<file path="src/rtl/uart_rx_ctrl_if.sv">
// Pop port of the UART receive FIFO.
// valid/ready: the head entry transfers on a clk edge where out_valid && out_ready are both 1;
// out_data/out_perr are stable while out_valid is high and not popped; out_ready may be held high freely.
interface uart_rx_ctrl_if;
  logic [7:0] out_data;
  logic       out_perr;
  logic       out_valid;
  logic       out_ready;

  modport master (
    output out_data,
    output out_perr,
    output out_valid,
    input  out_ready
  );

  modport slave (
    input  out_data,
    input  out_perr,
    input  out_valid,
    output out_ready
  );
endinterface

</file>
<file path="src/rtl/uart_rx_ctrl.sv">
// UART receive sequencer: line synchroniser, start detect, mid-bit rx_en strobes,
// frame-end/timeout tracking and a small receive FIFO with sticky error flags.
module uart_rx_ctrl #(
  parameter int CLK_DIV     = 16,
  parameter int FIFO_DEPTH  = 4,
  parameter int FRAME_TICKS = 11
) (
  input  logic                          clk,
  input  logic                          resetN,
  input  logic                          rx_in,
  output logic                          rx_sync,
  output logic                          rx_en,
  input  logic                          rx_busy,
  input  logic [7:0]                    rx_data,
  input  logic                          rx_perr,
  uart_rx_ctrl_if.master                pop,
  output logic [$clog2(FIFO_DEPTH):0]   count,
  output logic                          overrun,
  output logic                          frame_err,
  input  logic                          clr_err,
  output logic [1:0]                    state_dbg
);

  localparam int CNT_W  = $clog2(CLK_DIV);
  localparam int TICK_W = $clog2(FRAME_TICKS + 2);
  localparam int PTR_W  = $clog2(FIFO_DEPTH);
  localparam int CW     = PTR_W + 1;

  localparam logic [CNT_W-1:0]  HALF_LOAD = CNT_W'(CLK_DIV / 2 - 1);
  localparam logic [CNT_W-1:0]  FULL_LOAD = CNT_W'(CLK_DIV - 1);
  localparam logic [TICK_W-1:0] TICK_LAST = TICK_W'(FRAME_TICKS);
  localparam logic [CW-1:0]     FULL_CNT  = CW'(FIFO_DEPTH);

  typedef enum logic [1:0] {
    IDLE  = 2'd0,
    START = 2'd1,
    FRAME = 2'd2,
    DRAIN = 2'd3
  } state_t;

  state_t              state, state_n;
  logic [CNT_W-1:0]    cnt, cnt_n;
  logic [TICK_W-1:0]   ticks, ticks_n;
  logic                sync1, sync2, sync3;
  logic                busy_q;
  logic                line_fall, busy_fall;
  logic                push, ferr_set;

  // Synchroniser flops idle high so reset never looks like a start edge.
  always_ff @(posedge clk or negedge resetN) begin
    if (!resetN) begin
      sync1  <= 1'b1;
      sync2  <= 1'b1;
      sync3  <= 1'b1;
      busy_q <= 1'b0;
    end else begin
      sync1  <= rx_in;
      sync2  <= sync1;
      sync3  <= sync2;
      busy_q <= rx_busy;
    end
  end

  assign rx_sync   = sync2;
  assign line_fall = sync3 & ~sync2;
  assign busy_fall = busy_q & ~rx_busy;
  assign state_dbg = state;

  always_ff @(posedge clk or negedge resetN) begin
    if (!resetN) begin
      state <= IDLE;
      cnt   <= '0;
      ticks <= '0;
    end else begin
      state <= state_n;
      cnt   <= cnt_n;
      ticks <= ticks_n;
    end
  end

  always_comb begin
    state_n  = state;
    cnt_n    = cnt;
    ticks_n  = ticks;
    rx_en    = 1'b0;
    push     = 1'b0;
    ferr_set = 1'b0;
    case (state)
      IDLE: begin
        if (line_fall) begin
          cnt_n   = HALF_LOAD;
          state_n = START;
        end
      end
      START: begin
        if (cnt != '0) begin
          cnt_n = cnt - CNT_W'(1);
        end else if (!rx_sync) begin
          rx_en   = 1'b1;
          cnt_n   = FULL_LOAD;
          ticks_n = TICK_W'(1);
          state_n = FRAME;
        end else begin
          state_n = IDLE;
        end
      end
      FRAME: begin
        // Frame end outranks a bit tick landing in the same cycle.
        if (busy_fall) begin
          state_n = DRAIN;
        end else if (cnt != '0) begin
          cnt_n = cnt - CNT_W'(1);
        end else begin
          rx_en   = 1'b1;
          cnt_n   = FULL_LOAD;
          ticks_n = ticks + TICK_W'(1);
          if (ticks == TICK_LAST) begin
            ferr_set = 1'b1;
            state_n  = IDLE;
          end
        end
      end
      DRAIN: begin
        push    = 1'b1;
        state_n = IDLE;
      end
      default: state_n = IDLE;
    endcase
  end

  logic [8:0]       mem [FIFO_DEPTH];
  logic [PTR_W-1:0] wr_ptr, rd_ptr;
  logic [8:0]       head;
  logic             do_pop, do_push, ovr_set;

  assign do_pop  = pop.out_valid & pop.out_ready;
  // A pop in the same cycle frees the slot, so a push into a full FIFO still lands.
  assign do_push = push & ((count != FULL_CNT) | do_pop);
  assign ovr_set = push & (count == FULL_CNT) & ~do_pop;

  always_ff @(posedge clk) begin
    if (do_push) mem[wr_ptr] <= {rx_perr, rx_data};
  end

  always_ff @(posedge clk or negedge resetN) begin
    if (!resetN) begin
      wr_ptr <= '0;
      rd_ptr <= '0;
      count  <= '0;
    end else begin
      if (do_push) wr_ptr <= wr_ptr + PTR_W'(1);
      if (do_pop)  rd_ptr <= rd_ptr + PTR_W'(1);
      case ({do_push, do_pop})
        2'b10:   count <= count + CW'(1);
        2'b01:   count <= count - CW'(1);
        default: count <= count;
      endcase
    end
  end

  assign head          = mem[rd_ptr];
  assign pop.out_valid = (count != '0);
  assign pop.out_data  = pop.out_valid ? head[7:0] : 8'h00;
  assign pop.out_perr  = pop.out_valid ? head[8] : 1'b0;

  always_ff @(posedge clk or negedge resetN) begin
    if (!resetN) begin
      overrun   <= 1'b0;
      frame_err <= 1'b0;
    end else begin
      if (ovr_set)      overrun <= 1'b1;
      else if (clr_err) overrun <= 1'b0;
      if (ferr_set)     frame_err <= 1'b1;
      else if (clr_err) frame_err <= 1'b0;
    end
  end

endmodule

</file>
<file path="src/flat_wrapper.sv">
// flat-port wrapper written by rule: the top's interface ports become plain ports
module uart_rx_ctrl_flat 
#(
  parameter int CLK_DIV     = 16,
  parameter int FIFO_DEPTH  = 4,
  parameter int FRAME_TICKS = 11
)
  (clk, resetN, rx_in, rx_sync, rx_en, rx_busy, rx_data, rx_perr, count, overrun, frame_err, clr_err, state_dbg, pop_out_data, pop_out_perr, pop_out_valid, pop_out_ready);
  uart_rx_ctrl_if pop_i ();
  input  logic clk;
  input  logic resetN;
  input  logic rx_in;
  output logic rx_sync;
  output logic rx_en;
  input  logic rx_busy;
  input  logic [7:0] rx_data;
  input  logic rx_perr;
  output logic [$clog2(FIFO_DEPTH):0] count;
  output logic overrun;
  output logic frame_err;
  input  logic clr_err;
  output logic [1:0] state_dbg;
  output wire logic [$bits(pop_i.out_data)-1:0] pop_out_data;
  output wire logic [$bits(pop_i.out_perr)-1:0] pop_out_perr;
  output wire logic [$bits(pop_i.out_valid)-1:0] pop_out_valid;
  input wire logic [$bits(pop_i.out_ready)-1:0] pop_out_ready;
  assign pop_out_data = pop_i.out_data;
  assign pop_out_perr = pop_i.out_perr;
  assign pop_out_valid = pop_i.out_valid;
  assign pop_i.out_ready = pop_out_ready;
  uart_rx_ctrl #(.CLK_DIV(CLK_DIV), .FIFO_DEPTH(FIFO_DEPTH), .FRAME_TICKS(FRAME_TICKS)) u_core (.clk(clk), .resetN(resetN), .rx_in(rx_in), .rx_sync(rx_sync), .rx_en(rx_en), .rx_busy(rx_busy), .rx_data(rx_data), .rx_perr(rx_perr), .pop(pop_i), .count(count), .overrun(overrun), .frame_err(frame_err), .clr_err(clr_err), .state_dbg(state_dbg));
endmodule
</file>
<file path="config.mk">
export PLATFORM = sky130hd
export DESIGN_NAME = uart_rx_ctrl_flat
export DESIGN_NICKNAME = d
export VERILOG_FILES = /design/src/rtl/uart_rx_ctrl_if.sv /design/src/rtl/uart_rx_ctrl.sv /design/src/flat_wrapper.sv
export SDC_FILE = /design/constraint.sdc
export NUM_CORES = 1
export LEC_CHECK = 0
export ABC_AREA = 1
export BUFFER_PORTS_ARGS = -buffer_cell sky130_fd_sc_hd__clkbuf_2
export CAP_MARGIN = 0
export CORE_ASPECT_RATIO = 1.4
export CORE_MARGIN = 1
export CORE_UTILIZATION = 45
export DETAILED_ROUTE_END_ITERATION = 12
export PLACE_DENSITY = 0.67
export SLEW_MARGIN = 20
export SYNTH_ARGS = -nofsm -noshare
export SYNTH_HDL_FRONTEND = slang
export SYNTH_SLANG_ARGS = --single-unit
</file>
<file path="constraint.sdc">
create_clock -name clk -period 3.95 [get_ports clk]
set_input_delay 0.9875 -clock clk [delete_from_list [all_inputs] [get_ports clk]]
set_output_delay 0.9875 -clock clk [all_outputs]
set_load 0.03 [all_outputs]
</file>
==> qor.csv <==
stage,metric,value,unit
clocking,H-Tree Level Count,3,
route,via/cell ratio,5.00,
clocking,CTS buffer count,9,
place,IO buf count,33,
floorplan,chip height,95.0,um
yosys,Yosys reg bits,59,
sta,Final Max Tran Viols,0,
finish,share of layout cells above drive strength 1,0.241,
sta,Final Cycle Share,0.745,
yosys,sequential share of the synthesized area,0.597,
floorplan,die area,0.00651,mm^2
yosys,Async SR Flop Fraction,0.390,
status,status,"complete, no violations",
place,worst slack at placement,1.26,ns
critical_path,CP arrival,1.95,ns
global_routing,pin count of the biggest net entering global routing,24,
critical_path,CP Launch Type,flop,
yosys,Mapped Cells,266,
sta,worst hold margin,0.358,ns
global_routing,initial antenna violation count,0,
global_routing,first-pass GRT wire length,8260,um
sta,RSZ-0062 raised after global routing,no,
finish,Final Instance Area,0.00318,mm^2
sta,final setup margin,1.01,ns
floorplan,total core area,0.00590,mm^2
power_and_ir_drop,pwr dens,763,mW/mm^2
clocking,Clock Sinks,59,
yosys,top-count cell post-synth,nor2_1,
yosys,top cell type's share of synthesized area,0.388,
clocking,CTS tree,done,
clocking,Root Driver,clkbuf_8,
floorplan,Initial Utilization,0.471,
route,final antenna-violating net count,0,
sta,Final Hold Fails,0,
global_routing,vias in the first global route,1883,
finish,Final Non-Filler Cells,381,
floorplan,I/O pin count,34,
place,post-DP HPWL,3480,um
finish,ant diodes,0,
critical_path,Crit path required time,2.96,ns
route,WL final,4870,um
finish,area occupied by multi-input gates,978,um^2
clocking,"CTS clk-pin slew, worst paths",0.06,ns
yosys,Post-Syn Area per Cell,10.5,um^2
finish,P&R area growth vs syn,14.2,%
clocking,clk_lat worst skew,0.32,ns
min_path,Worst Hold Class,reg -> reg,
clocking,Max Root-Sink Buffers,2,
clocking,CTS resizes,0,
yosys,Synth Cell Area,0.00278,mm^2
global_routing,grt ovf,0,
route,WL/cell,12.8,um
sta,max_slew headroom,0.393,
route,DR vias,1906,
place,Placer Congestion,0.731,
finish,Post-Route Utilization,0.538,
floorplan,Die Width,68.5,um
sta,clk_skew,0.00821,ns
yosys,most instantiated cells after synthesis,"nor2_1, edfxtp_1, nand2_1",
route,First-pass DRT Iterations,4,
place,area post-placement,0.00301,mm^2
sta,Worst Max-Slew Pin Slew,0.907,ns
critical_path,WS Path Type,reg -> out,
power_and_ir_drop,Lkg Pwr,1.37,nW
sta,min cycle time layout,2.94,ns
sta,Peak Freq,340,MHz
finish,# fillers,541,
power_and_ir_drop,VDD IR max,343,uV
yosys,Synth Net Count,292,
route,Residual DRC,0,
critical_path,Crit Path Max Fanout,11,
critical_path,Critical Path End Type,primary output,
yosys,"Primary FF master, synth",edfxtp_1,
place,Placed Cells,365,
power_and_ir_drop,Final Total Pwr,2.43,mW
yosys,top cells by area in the synthesized netlist,"edfxtp_1, dfrtp_1, nor2_1",
yosys,Netlist cell types,29,
clocking,Post-CTS Repair Setup Buffers,0,
global_routing,Tot GR Track Use,0.176,
floorplan,row cnt,33,
route,DR iter-0 viols,129,
job,# Max-Cap Violations,0,
finish,FF/Latch Area,0.00166,mm^2
yosys,synth warn,0,
yosys,Post-synth EDFFs,36,
finish,Nets,332,
sta,Final TNS setup,0,ns
clocking,CTS Hold Bufs,0,
yosys,dominant cell type by area after synthesis,edfxtp_1,
sta,# setup viols final,0,
[metal layers]
metal  part of all wire  vias up  GRT usage
met5                  0        -          0
met4             0.0070        0     0.0885
met3              0.035        4     0.0383
met2               0.54       27      0.310
met1               0.42      906      0.193
li1                   -      969          -
[power breakdown]
part	switching [mW]	internal [mW]	total (mW)
clock network	0.203	0.264	0.467
registers	0.119	0.755	0.874
logic	0.736	0.349	1.09
[worst max-delay path, cell delays in order (launching register included)]
cell,delay (ns)
dfrtp_1,0.62
clkinv_1,0.40
nor2_1,0.18
o21ai_1,0.07
a21oi_1,0.14
clkbuf_2,0.23
[registers in the layout (all words and copies together) (netlist names)]
| register | cells |
|---|---|
| u_core.sync3 | 1 |
| u_core.busy_q | 1 |
| u_core.wr_ptr | 2 |
| u_core.state_dbg | 2 |
| u_core.frame_err | 1 |
| u_core.ticks | 4 |
| u_core.count | 3 |
| u_core.sync1 | 1 |
| u_core.rx_sync | 1 |
| u_core.cnt | 4 |
| u_core.mem | 36 |
| u_core.overrun | 1 |
| u_core.rd_ptr | 2 |
[cells by family after synthesis]
family	count (synthesis)	synth area share
compound gates	42	0.0773
xor+xnor	5	0.0157
fa+ha+maj	11	0.0522
buf+inv	35	0.0517
flops	59	0.597
simple gates	114	0.206
[placed cells by master (no fill, tap or decap), types with 7 or more instances in the layout]
master	count
clkbuf_8	11
inv_2	7
o21ai_0	10
o21ai_1	15
ha_1	10
nand3_1	7
nor2_1	47
edfxtp_1	36
a21oi_1	15
inv_1	23
dfrtp_1	20
clkbuf_2	33
nand2_1	33
[worst paths after layout]
check                                         start                to  slack [ns]  cells past startpoint
worst min register to register         u_core.sync1    u_core.rx_sync        0.36                      0
max in group asynchronous                    resetN   u_core.count[1]        2.91                      1
worst max-delay path               u_core.rd_ptr[1]   pop_out_data[7]        1.01                      5
worst max register to register  u_core.state_dbg[1]  u_core.mem[1][4]        2.00                      3
worst min-delay path                   u_core.sync1    u_core.rx_sync        0.36                      0
min in group asynchronous                    resetN   u_core.ticks[1]        0.66                      1
[final cells by class]
cell class / count / area share
repair buffers: 33 / 0.0520
multi-input cells: 172 / 0.308
inverters: 31 / 0.0366
clock buffers: 16 / 0.0535
flip-flops and latches: 59 / 0.522
well taps: 70 / 0.0276
(Power assumes the default switching activity.)
